**config.mk**
```make
export PLATFORM = sky130hd
export DESIGN_NAME = disp_share_arbiter
export DESIGN_NICKNAME = d
export VERILOG_FILES = /design/src/rtl/disp_pkg.sv /design/src/rtl/disp_tick_gen.sv /design/src/rtl/disp_share_arbiter.sv
export SDC_FILE = /design/constraint.sdc
export NUM_CORES = 1
export LEC_CHECK = 0
export ABC_AREA = 1
export ABC_CLOCK_PERIOD_IN_PS = 2200
export CORE_UTILIZATION = 42
export CTS_CLUSTER_DIAMETER = 80
export DETAILED_ROUTE_END_ITERATION = 16
export PLACE_DENSITY = 0.8
export SYNTH_ARGS = -nofsm -noshare
export SYNTH_HDL_FRONTEND = slang
export SYNTH_SLANG_ARGS = --single-unit
```
**constraint.sdc**
```tcl
create_clock -name clk -period 2.2 [get_ports clk]
set_clock_uncertainty 0.05 [all_clocks]
set_input_delay 0.44 -clock clk [delete_from_list [all_inputs] [get_ports clk]]
set_output_delay 0.44 -clock clk [all_outputs]
set_load 0.02 [all_outputs]
```
**src/rtl/disp_pkg.sv**
```systemverilog
// Shared constants, owner/state encodings and the leading-zero mask helper
// for the shared 7-segment display arbiter.
package disp_pkg;

  localparam int NUM_DIGITS = 6;
  localparam int NIB_W      = 4;
  localparam int DATA_W     = 24;

  localparam logic [1:0] OWNER_NONE = 2'b00;
  localparam logic [1:0] OWNER_A    = 2'b01;
  localparam logic [1:0] OWNER_B    = 2'b10;

  typedef enum logic [1:0] {
    IDLE   = 2'd0,
    HOLD_A = 2'd1,
    HOLD_B = 2'd2
  } state_t;

  // Digit k lights when any nibble at or above it is nonzero; digit 1 always lights.
  function automatic logic [NUM_DIGITS-1:0] lz_mask(input logic [DATA_W-1:0] data,
                                                    input logic             blank);
    logic [NUM_DIGITS-1:0] en;
    en = '1;
    if (blank) begin
      for (int k = 1; k < NUM_DIGITS; k++) begin
        en[k] = ((data >> (NIB_W * k)) != '0);
      end
    end
    return en;
  endfunction

endpackage

```
**src/rtl/disp_tick_gen.sv**
```systemverilog
// Hold-time prescaler: counts 0..TICK_DIV-1 and flags the last count as a
// one-cycle tick. A restart realigns the count so a new hold window is exact.
module disp_tick_gen #(
  parameter int TICK_DIV = 50000
) (
  input  logic clk,
  input  logic rst_n,
  input  logic restart,
  output logic tick
);

  localparam int CNT_W = $clog2(TICK_DIV);
  localparam logic [CNT_W-1:0] LAST = CNT_W'(TICK_DIV - 1);

  logic [CNT_W-1:0] cnt;

  assign tick = (cnt == LAST);

  always_ff @(posedge clk or negedge rst_n) begin
    if (!rst_n) begin
      cnt <= '0;
    end else if (restart || tick) begin
      cnt <= '0;
    end else begin
      cnt <= cnt + 1'b1;
    end
  end

endmodule

```
**src/rtl/disp_share_arbiter.sv**
```systemverilog
// Shares the six-digit display between the PS/2 (A) and UART/Modbus (B) paths:
// round-robin grant, minimum hold window, registered nibbles and digit enables.
module disp_share_arbiter
  import disp_pkg::*;
#(
  parameter int TICK_DIV = 50000,
  parameter int HOLD_MS  = 1000,
  parameter bit LZ_BLANK = 1'b1
) (
  input  logic                  clk,
  input  logic                  rst,
  input  logic                  a_req,
  input  logic [DATA_W-1:0]     a_data,
  output logic                  a_ack,
  input  logic                  b_req,
  input  logic [DATA_W-1:0]     b_data,
  output logic                  b_ack,
  output logic [DATA_W-1:0]     num_out,
  output logic [NUM_DIGITS-1:0] digit_en,
  output logic [1:0]            owner,
  output logic                  busy
);

  localparam int HOLD_W = $clog2(HOLD_MS + 1);

  // Handshake: req is a level held until the matching one-cycle ack; req is
  // only sampled while that port's ack is low, so the ack cycle is ignored.
  state_t            state, state_n;
  logic              a_pend, a_pend_n, b_pend, b_pend_n;
  logic              last_a;
  logic              cap_a, cap_b, load;
  logic              a_s, b_s, tick, expire;
  logic [HOLD_W-1:0] hold_cnt;

  assign a_s    = a_req & ~a_ack;
  assign b_s    = b_req & ~b_ack;
  assign expire = (state != IDLE) && tick && (hold_cnt == HOLD_W'(1));
  assign busy   = (state != IDLE);
  assign owner  = (state == HOLD_A) ? OWNER_A :
                  (state == HOLD_B) ? OWNER_B : OWNER_NONE;

  disp_tick_gen #(.TICK_DIV(TICK_DIV)) u_tick (
    .clk     (clk),
    .rst_n   (rst),
    .restart (load),
    .tick    (tick)
  );

  always_comb begin
    state_n  = state;
    a_pend_n = a_pend;
    b_pend_n = b_pend;
    cap_a    = 1'b0;
    cap_b    = 1'b0;
    load     = 1'b0;
    unique case (state)
      IDLE: begin
        if (a_s && (!b_s || !last_a)) begin
          cap_a    = 1'b1;
          load     = 1'b1;
          state_n  = HOLD_A;
          b_pend_n = b_s;
          a_pend_n = 1'b0;
        end else if (b_s) begin
          cap_b    = 1'b1;
          load     = 1'b1;
          state_n  = HOLD_B;
          a_pend_n = a_s;
          b_pend_n = 1'b0;
        end
      end
      HOLD_A: begin
        if (expire) begin
          if (b_pend && b_s) begin
            cap_b    = 1'b1;
            load     = 1'b1;
            state_n  = HOLD_B;
            b_pend_n = 1'b0;
            a_pend_n = a_s;
          end else begin
            state_n  = IDLE;
            a_pend_n = 1'b0;
            b_pend_n = 1'b0;
          end
        end else begin
          // Owner refresh only extends the window when nobody else is waiting.
          if (a_s) begin
            cap_a = 1'b1;
            load  = !(b_pend || b_s);
          end
          if (b_s) b_pend_n = 1'b1;
        end
      end
      HOLD_B: begin
        if (expire) begin
          if (a_pend && a_s) begin
            cap_a    = 1'b1;
            load     = 1'b1;
            state_n  = HOLD_A;
            a_pend_n = 1'b0;
            b_pend_n = b_s;
          end else begin
            state_n  = IDLE;
            a_pend_n = 1'b0;
            b_pend_n = 1'b0;
          end
        end else begin
          if (b_s) begin
            cap_b = 1'b1;
            load  = !(a_pend || a_s);
          end
          if (a_s) a_pend_n = 1'b1;
        end
      end
      default: state_n = IDLE;
    endcase
  end

  always_ff @(posedge clk or negedge rst) begin
    if (!rst) begin
      state    <= IDLE;
      a_pend   <= 1'b0;
      b_pend   <= 1'b0;
      last_a   <= 1'b0;
      a_ack    <= 1'b0;
      b_ack    <= 1'b0;
      num_out  <= '0;
      digit_en <= '0;
      hold_cnt <= '0;
    end else begin
      state  <= state_n;
      a_pend <= a_pend_n;
      b_pend <= b_pend_n;
      a_ack  <= cap_a;
      b_ack  <= cap_b;
      if (cap_a) begin
        last_a   <= 1'b1;
        num_out  <= a_data;
        digit_en <= lz_mask(a_data, LZ_BLANK);
      end else if (cap_b) begin
        last_a   <= 1'b0;
        num_out  <= b_data;
        digit_en <= lz_mask(b_data, LZ_BLANK);
      end
      if (load) begin
        hold_cnt <= HOLD_W'(HOLD_MS);
      end else if (tick && (hold_cnt != '0)) begin
        hold_cnt <= hold_cnt - 1'b1;
      end
    end
  end

endmodule

```
After elaboration in Yosys (flattened, before gate mapping):

Index checks and enable logic that the tools add are counted.

* flip-flop bits (word level): 63
* input port bits: 52
* output and inout port bits: 35
* word-level logic and storage cells: 108

* $add $sub $neg: 2
* eq/ne operators: 9
* multiplexer cells: 50
* bitwise logic cells: 4
* reductions and logical operators: 33

Operators with widths (number)
* $reduce_bool A24 Y1: 10
* $mux W24: 2
* $mux W1: 30
* $mux W10: 2
* $add A16 B1 Y16 const B: 1
* $eq A16 B16 Y1 const B: 1
* $mux W16: 1
* $pmux W1 S3: 5
* $mux W2: 7
* $mux W6: 2
* $eq A10 B1 Y1 const B: 1
* $reduce_bool A10 Y1: 1
* $sub A10 B1 Y10 const B: 1
* $ne A3 B3 Y1 const B: 3
* $reduce_and A4 Y1: 2
* $logic_and A1 B1 Y1: 6
* $pmux W2 S3: 1
* $reduce_bool A2 Y1: 3
* $logic_not A1 Y1: 4
* $logic_or A1 B1 Y1: 4
* $ne A2 B2 Y1 const B: 2
* $reduce_and A3 Y1: 1
* $reduce_bool A3 Y1: 1
* $and A1 B1 Y1: 2
* 4 further kinds: 5

Longest topological paths before layout:

* word-level depth: 9
* gate-level depth with buffers: 15
* mapped depth without buffers: 14

Cells and area by module:

A second synthesis with hierarchy kept.

* cells, all modules: 542
* area total of the unflattened synthesis: 3853.7 µm²

Modules (own cells, without submodules)
* disp_share_arbiter: instances 1, cells each 419, area each 2896.5 µm²
* disp_tick_gen: instances 1, cells each 123, area each 957.2 µm²

Worst setup path before layout:

OpenSTA, ideal clock, no wires.

* path kind: reg-to-reg
* start point: register state[0]
* end point: register digit_en[0]
* setup time: 0.124 ns
* data arrival time: 1.879 ns
* required time: 2.026 ns
* setup slack: 0.146 ns
* cell stages (with the launch flop): 15
* buffers on the path: 1
* period minus slack after synthesis: 2.054 ns
* path through: dfrtp_1 > inv_1 > ha_1 > inv_2 > nand3_2 > nor2_4 > nand3_4 > nand2_2 > nand2_1 > nand2_1 > nand2_1 > nand2_2 > nand2_2 > buf_6 > or2_1

* cells in the longest elaborated chain, start to end: 6
* elaborated cells on any way between the ends: 14
* classes of those cells: eq/ne (2); mux (7); reduce/logical (5)

RTL lines
* start: declaration: RTL line disp_share_arbiter.sv:28 `state_t state, state_n;`
* start signal: assignment: RTL line disp_share_arbiter.sv:131 `state <= state_n;`
* $reduce_bool A2 Y1 (*)
* net busy: RTL line disp_share_arbiter.sv:21 `output logic busy`
* $logic_and A1 B1 Y1 (*) (2 in a row): RTL line disp_share_arbiter.sv:37 `assign expire = (state != IDLE) && tick && (hold_cnt == HOLD_W'(1));`
* $mux W1, on equally long branches: RTL line disp_share_arbiter.sv:95, disp_share_arbiter.sv:73
* $pmux W1 S3: RTL line disp_share_arbiter.sv:56 `unique case (state)`
* $mux W6 / $reduce_bool A2 Y1 (equally long branches)
* end signal: assignment: RTL line disp_share_arbiter.sv:139 `digit_en <= lz_mask(a_data, LZ_BLANK);`
* end signal: assignment: RTL line disp_share_arbiter.sv:143 `digit_en <= lz_mask(b_data, LZ_BLANK);`
* end: declaration: RTL line disp_share_arbiter.sv:19 `output logic [NUM_DIGITS-1:0] digit_en,`

Mark *: on every way through the listed nets, which the timed path passes. The rest lies on a longest branch.
A chain may end at the register's enable or synchronous reset.

Final worst setup path:

* start point: register state[0]
* end point: register digit_en[0]

* cells in the longest elaborated chain, start to end: 6
* elaborated cells on any way between the ends: 14
* classes of those cells: eq/ne (2); mux (7); reduce/logical (5)

RTL lines (RTL line)
* $reduce_bool A2 Y1: disp_share_arbiter.sv:37
* $logic_and A1 B1 Y1 (2 in a row): disp_share_arbiter.sv:37
* $mux W1, on equally long branches: disp_share_arbiter.sv:95, disp_share_arbiter.sv:73
* $pmux W1 S3: disp_share_arbiter.sv:56
* $mux W6 / $reduce_bool A2 Y1 (equally long branches)

Several ways; a longest one is shown, not always the timed one.

==> results.md <==
- Final min period: 2070 ps
- CTS Hold Buffers Added: 0
- Wire per inst: approximately 13 um
- Global-route met1 utilization: between 20% and 30%
- Worst setup path class: register to register
- Top-count cell post-synth: nand2_1
- CORE AREA: 8848 sq um
- Ant diodes: 0
- Tightest Hold Check Type: input port to async pin
- Internal power: 3.798 mW
- Mapped cell area: a little under 4000 sq um
- Number of synthesized flops with an enable pin: 0
- Syn Inst Count: about 530
- Placed Instance Area: ~5000 sq um
- CP max FO: 6
- Violated checks: DRC
- Routed vias/inst: about 5.2
- First-pass DRT Iterations: 11
- H-tree levels: 3
- Die W: slightly below 100 um
- Ys Warns: 0
- Status: complete, but fails checks
- Sw frac: around 42%
- GR peak layer: met2
- Overall power: between 6 and 7 mW
- Synth Flop Type: dfrtp_1
- Die area: 9621 sq um
- Syn Area/Cell: between 7 and 8 sq um
- PD cells: 1221 nW/um^2
- Reg power frac: 27.0%
- Initial antenna violation count: 0
- Ys async rst share: 100.0%
- I/O Buffers: 86
- Setup slack, reg-to-reg: approximately 130 ps
- CP Data Required Time: around 2400 ps
- DRC viols: 1
- Top cell type's share of synthesized area: 40.66%
- Combinational power share: a little under three fifths
- M2 GR Usage: between 30% and 40%
- Vias in the first global route: between 3,000 and 4,000
- Leak: between 2 and 3 nW
- WP data arrival: about 2300 ps
- Main area contributors after synthesis: dfrtp_1 41%, nand2_1 17%, nand3_1 11%, nor2_1 5.2%, inv_1 3.9%
- Clock sinks: 63
- Slew margin rel.: roughly 71%
- Num rows: 34
- Seq/Total Area, Yosys: about two fifths
- Final ANT Viol Nets: 0
- Clock power frac: 16.6%
- Starting Density: between 40% and 50%
- Fin. max-slew vios: 0
- DP HPWL: roughly 7000 um
- GR Layer Usage met3: 3.865%
- Final GP Congestion: 0.9028
- Skew-Pair Late Insertion Delay: around 340 ps
- Tot GR Track Use: 21.54%
- Crit start category: register
- Syn nets: 595
- 1st-iter DRT viols: roughly 170
- Pin count of the biggest net entering global routing: 64
- NetSw: around 2.8 mW
- Max Buffers Root-to-Sink: 2
- Global-route wire length before repair: 16,600 um
- Yosys cell types: 32
- Final period util: 94.11%
- Maximum operating frequency: approximately 480 MHz
- Final nets: between 700 and 800
- VDD IR max: ~0.68 mV
- Vias: roughly 3,900
- Area Overhead vs Synth: 38.50%
- Slew at the pin with the worst max-slew slack: roughly 430 ps
- Area leader, netlist: dfrtp_1
- Final setup violation count: 0
- Crit. End Element: register
- Top post-synthesis cells by count: 173 x nand2_1, 84 x nand3_1, 63 x dfrtp_1, 54 x nor2_1, 40 x inv_1
- Clock root buffer: clkbuf_8
- Layout cells sized above 1: roughly 14%
- Slack of the critical path: 129.7 ps
- Place WS: -188.5 ps
- Global route total overflow: 0
- Final Hold Violating Endpoints: 0
- Post-route cell area: approximately 5400 sq um
- CTS tree: done
- Die height: ~98 um
- CTS buffer count: 9
- FF+latch count, synth: 63
- Final WL: 10,120 um
- Clk pin slew, worst setup/hold paths: around 70 ps
- Max Cap Viol: 0
- Top Ports: between 80 and 90
routing by layer:
layer  up-vias  wire length, um
li1       1919                -
met1      1855             4503
met2       162             4911
met3        13              556
met4         0              146
met5         -                0
state kept, by name (all words and copies together), names as in the netlist, 2 cells and up:
signal,count
hold_cnt,10
digit_en,6
state,2
u_tick.cnt,16
num_out,24
critical path: stages (launching register included):
cell and delay (ps):
dfrtp_1 390, inv_2 60, ha_1 220, inv_2 80, nand3_2 90, nor2_4 130
nand3_4 120, nand2_2 100, nand2_1 60, nand2_1 50, nand2_1 60, nand2_2 130
nand2_4 80, buf_4 140, or2_1 190
logic make-up after synthesis:
logic type	Yosys count	synth area share, %
flops	63	40.66
compound gates	22	3.066
buf+inv	66	7.551
xor+xnor	15	3.388
simple gates	359	42.43
fa+ha+maj	9	2.904
area by class of cell:
| type | instances | area (sq um) |
|---|---|---|
| Clock buffer | 10 | 127.6 |
| Clock inverter | 6 | 85.08 |
| Fill cell | 757 | 3478 |
| Inverter | 47 | 176.4 |
| Multi-Input combinational cell | 405 | 2036 |
| Sequential cell | 63 | 1577 |
| Tap cell | 108 | 135.1 |
| Timing Repair Buffer | 121 | 1234 |
what timing repair did:
item / 4_1_cts / 5_1_grt
endpoints found under the setup margin: 3 / 34
gates cloned: 0 / 1
pin swaps: 0 / 3
buffers inserted: 1 / 11
resized for setup: 3 / 9
cell usage in the layout, fill, tap and decap left out, types with 2 or more instances in the layout:
cell | Yosys | layout
clkbuf_8 | 0 | 9
buf_12 | 0 | 8
clkinv_2 | 0 | 2
clkdlybuf4s50_1 | 0 | 83
buf_4 | 1 | 26
nor2_4 | 10 | 11
nor2_2 | 8 | 7
o21ai_0 | 11 | 11
dfrtp_1 | 63 | 63
bufinv_16 | 0 | 2
ha_1 | 9 | 8
inv_1 | 40 | 39
xnor2_1 | 2 | 2
dlygate4sd2_1 | 0 | 2
nor3_1 | 8 | 7
nand2_2 | 6 | 4
nand4_1 | 6 | 6
clkinv_1 | 3 | 3
nand3_1 | 84 | 83
xor2_1 | 13 | 13
nand3_2 | 4 | 5
a21oi_1 | 7 | 7
inv_2 | 4 | 5
nor2_1 | 54 | 54
nand2_4 | 1 | 3
nand2_1 | 173 | 173
clkinvlp_4 | 0 | 2
nor4_1 | 2 | 2
metrics by stage:
| stage | hold slack [ps] | util, % | TNS [ps] | instances |
|---|---|---|---|---|
| 2_1_floorplan | 94.41 | - | 0 | 534 |
| 3_3_place_gp | 392.5 | 56.56 | -2809 | 731 |
| 3_5_place_dp | 408.0 | 56.56 | -6991 | 731 |
| 4_1_cts | 57.70 | 59.05 | 0 | 748 |
| 5_1_grt | 82.38 | 60.69 | -7.971 | 760 |
| 6_report | 51.88 | 60.69 | 0 | 760 |
power by group through the flow:
stage	Clock [mW]	Sequential (mW)	Combinational (mW)
after floorplan	0	2.07	1.77
after global placement	0	1.78	3.43
after detailed placement	0	1.77	3.52
after CTS	1.11	1.76	3.53
after global routing	1.16	1.81	4.06
final	1.09	1.77	3.70
worst paths after layout:
check | from | end | cells after the start
setup / recovery | state[0] | digit_en[0] | 14
max in group asynchronous | rst | last_a | 2
setup reg to reg | state[0] | digit_en[0] | 14
hold reg to reg | u_tick.cnt[0] | u_tick.cnt[0] | 1
hold / removal | rst | hold_cnt[3] | 2
min in group clk | u_tick.cnt[0] | u_tick.cnt[0] | 1
Power figures use the tool's default switching activity.
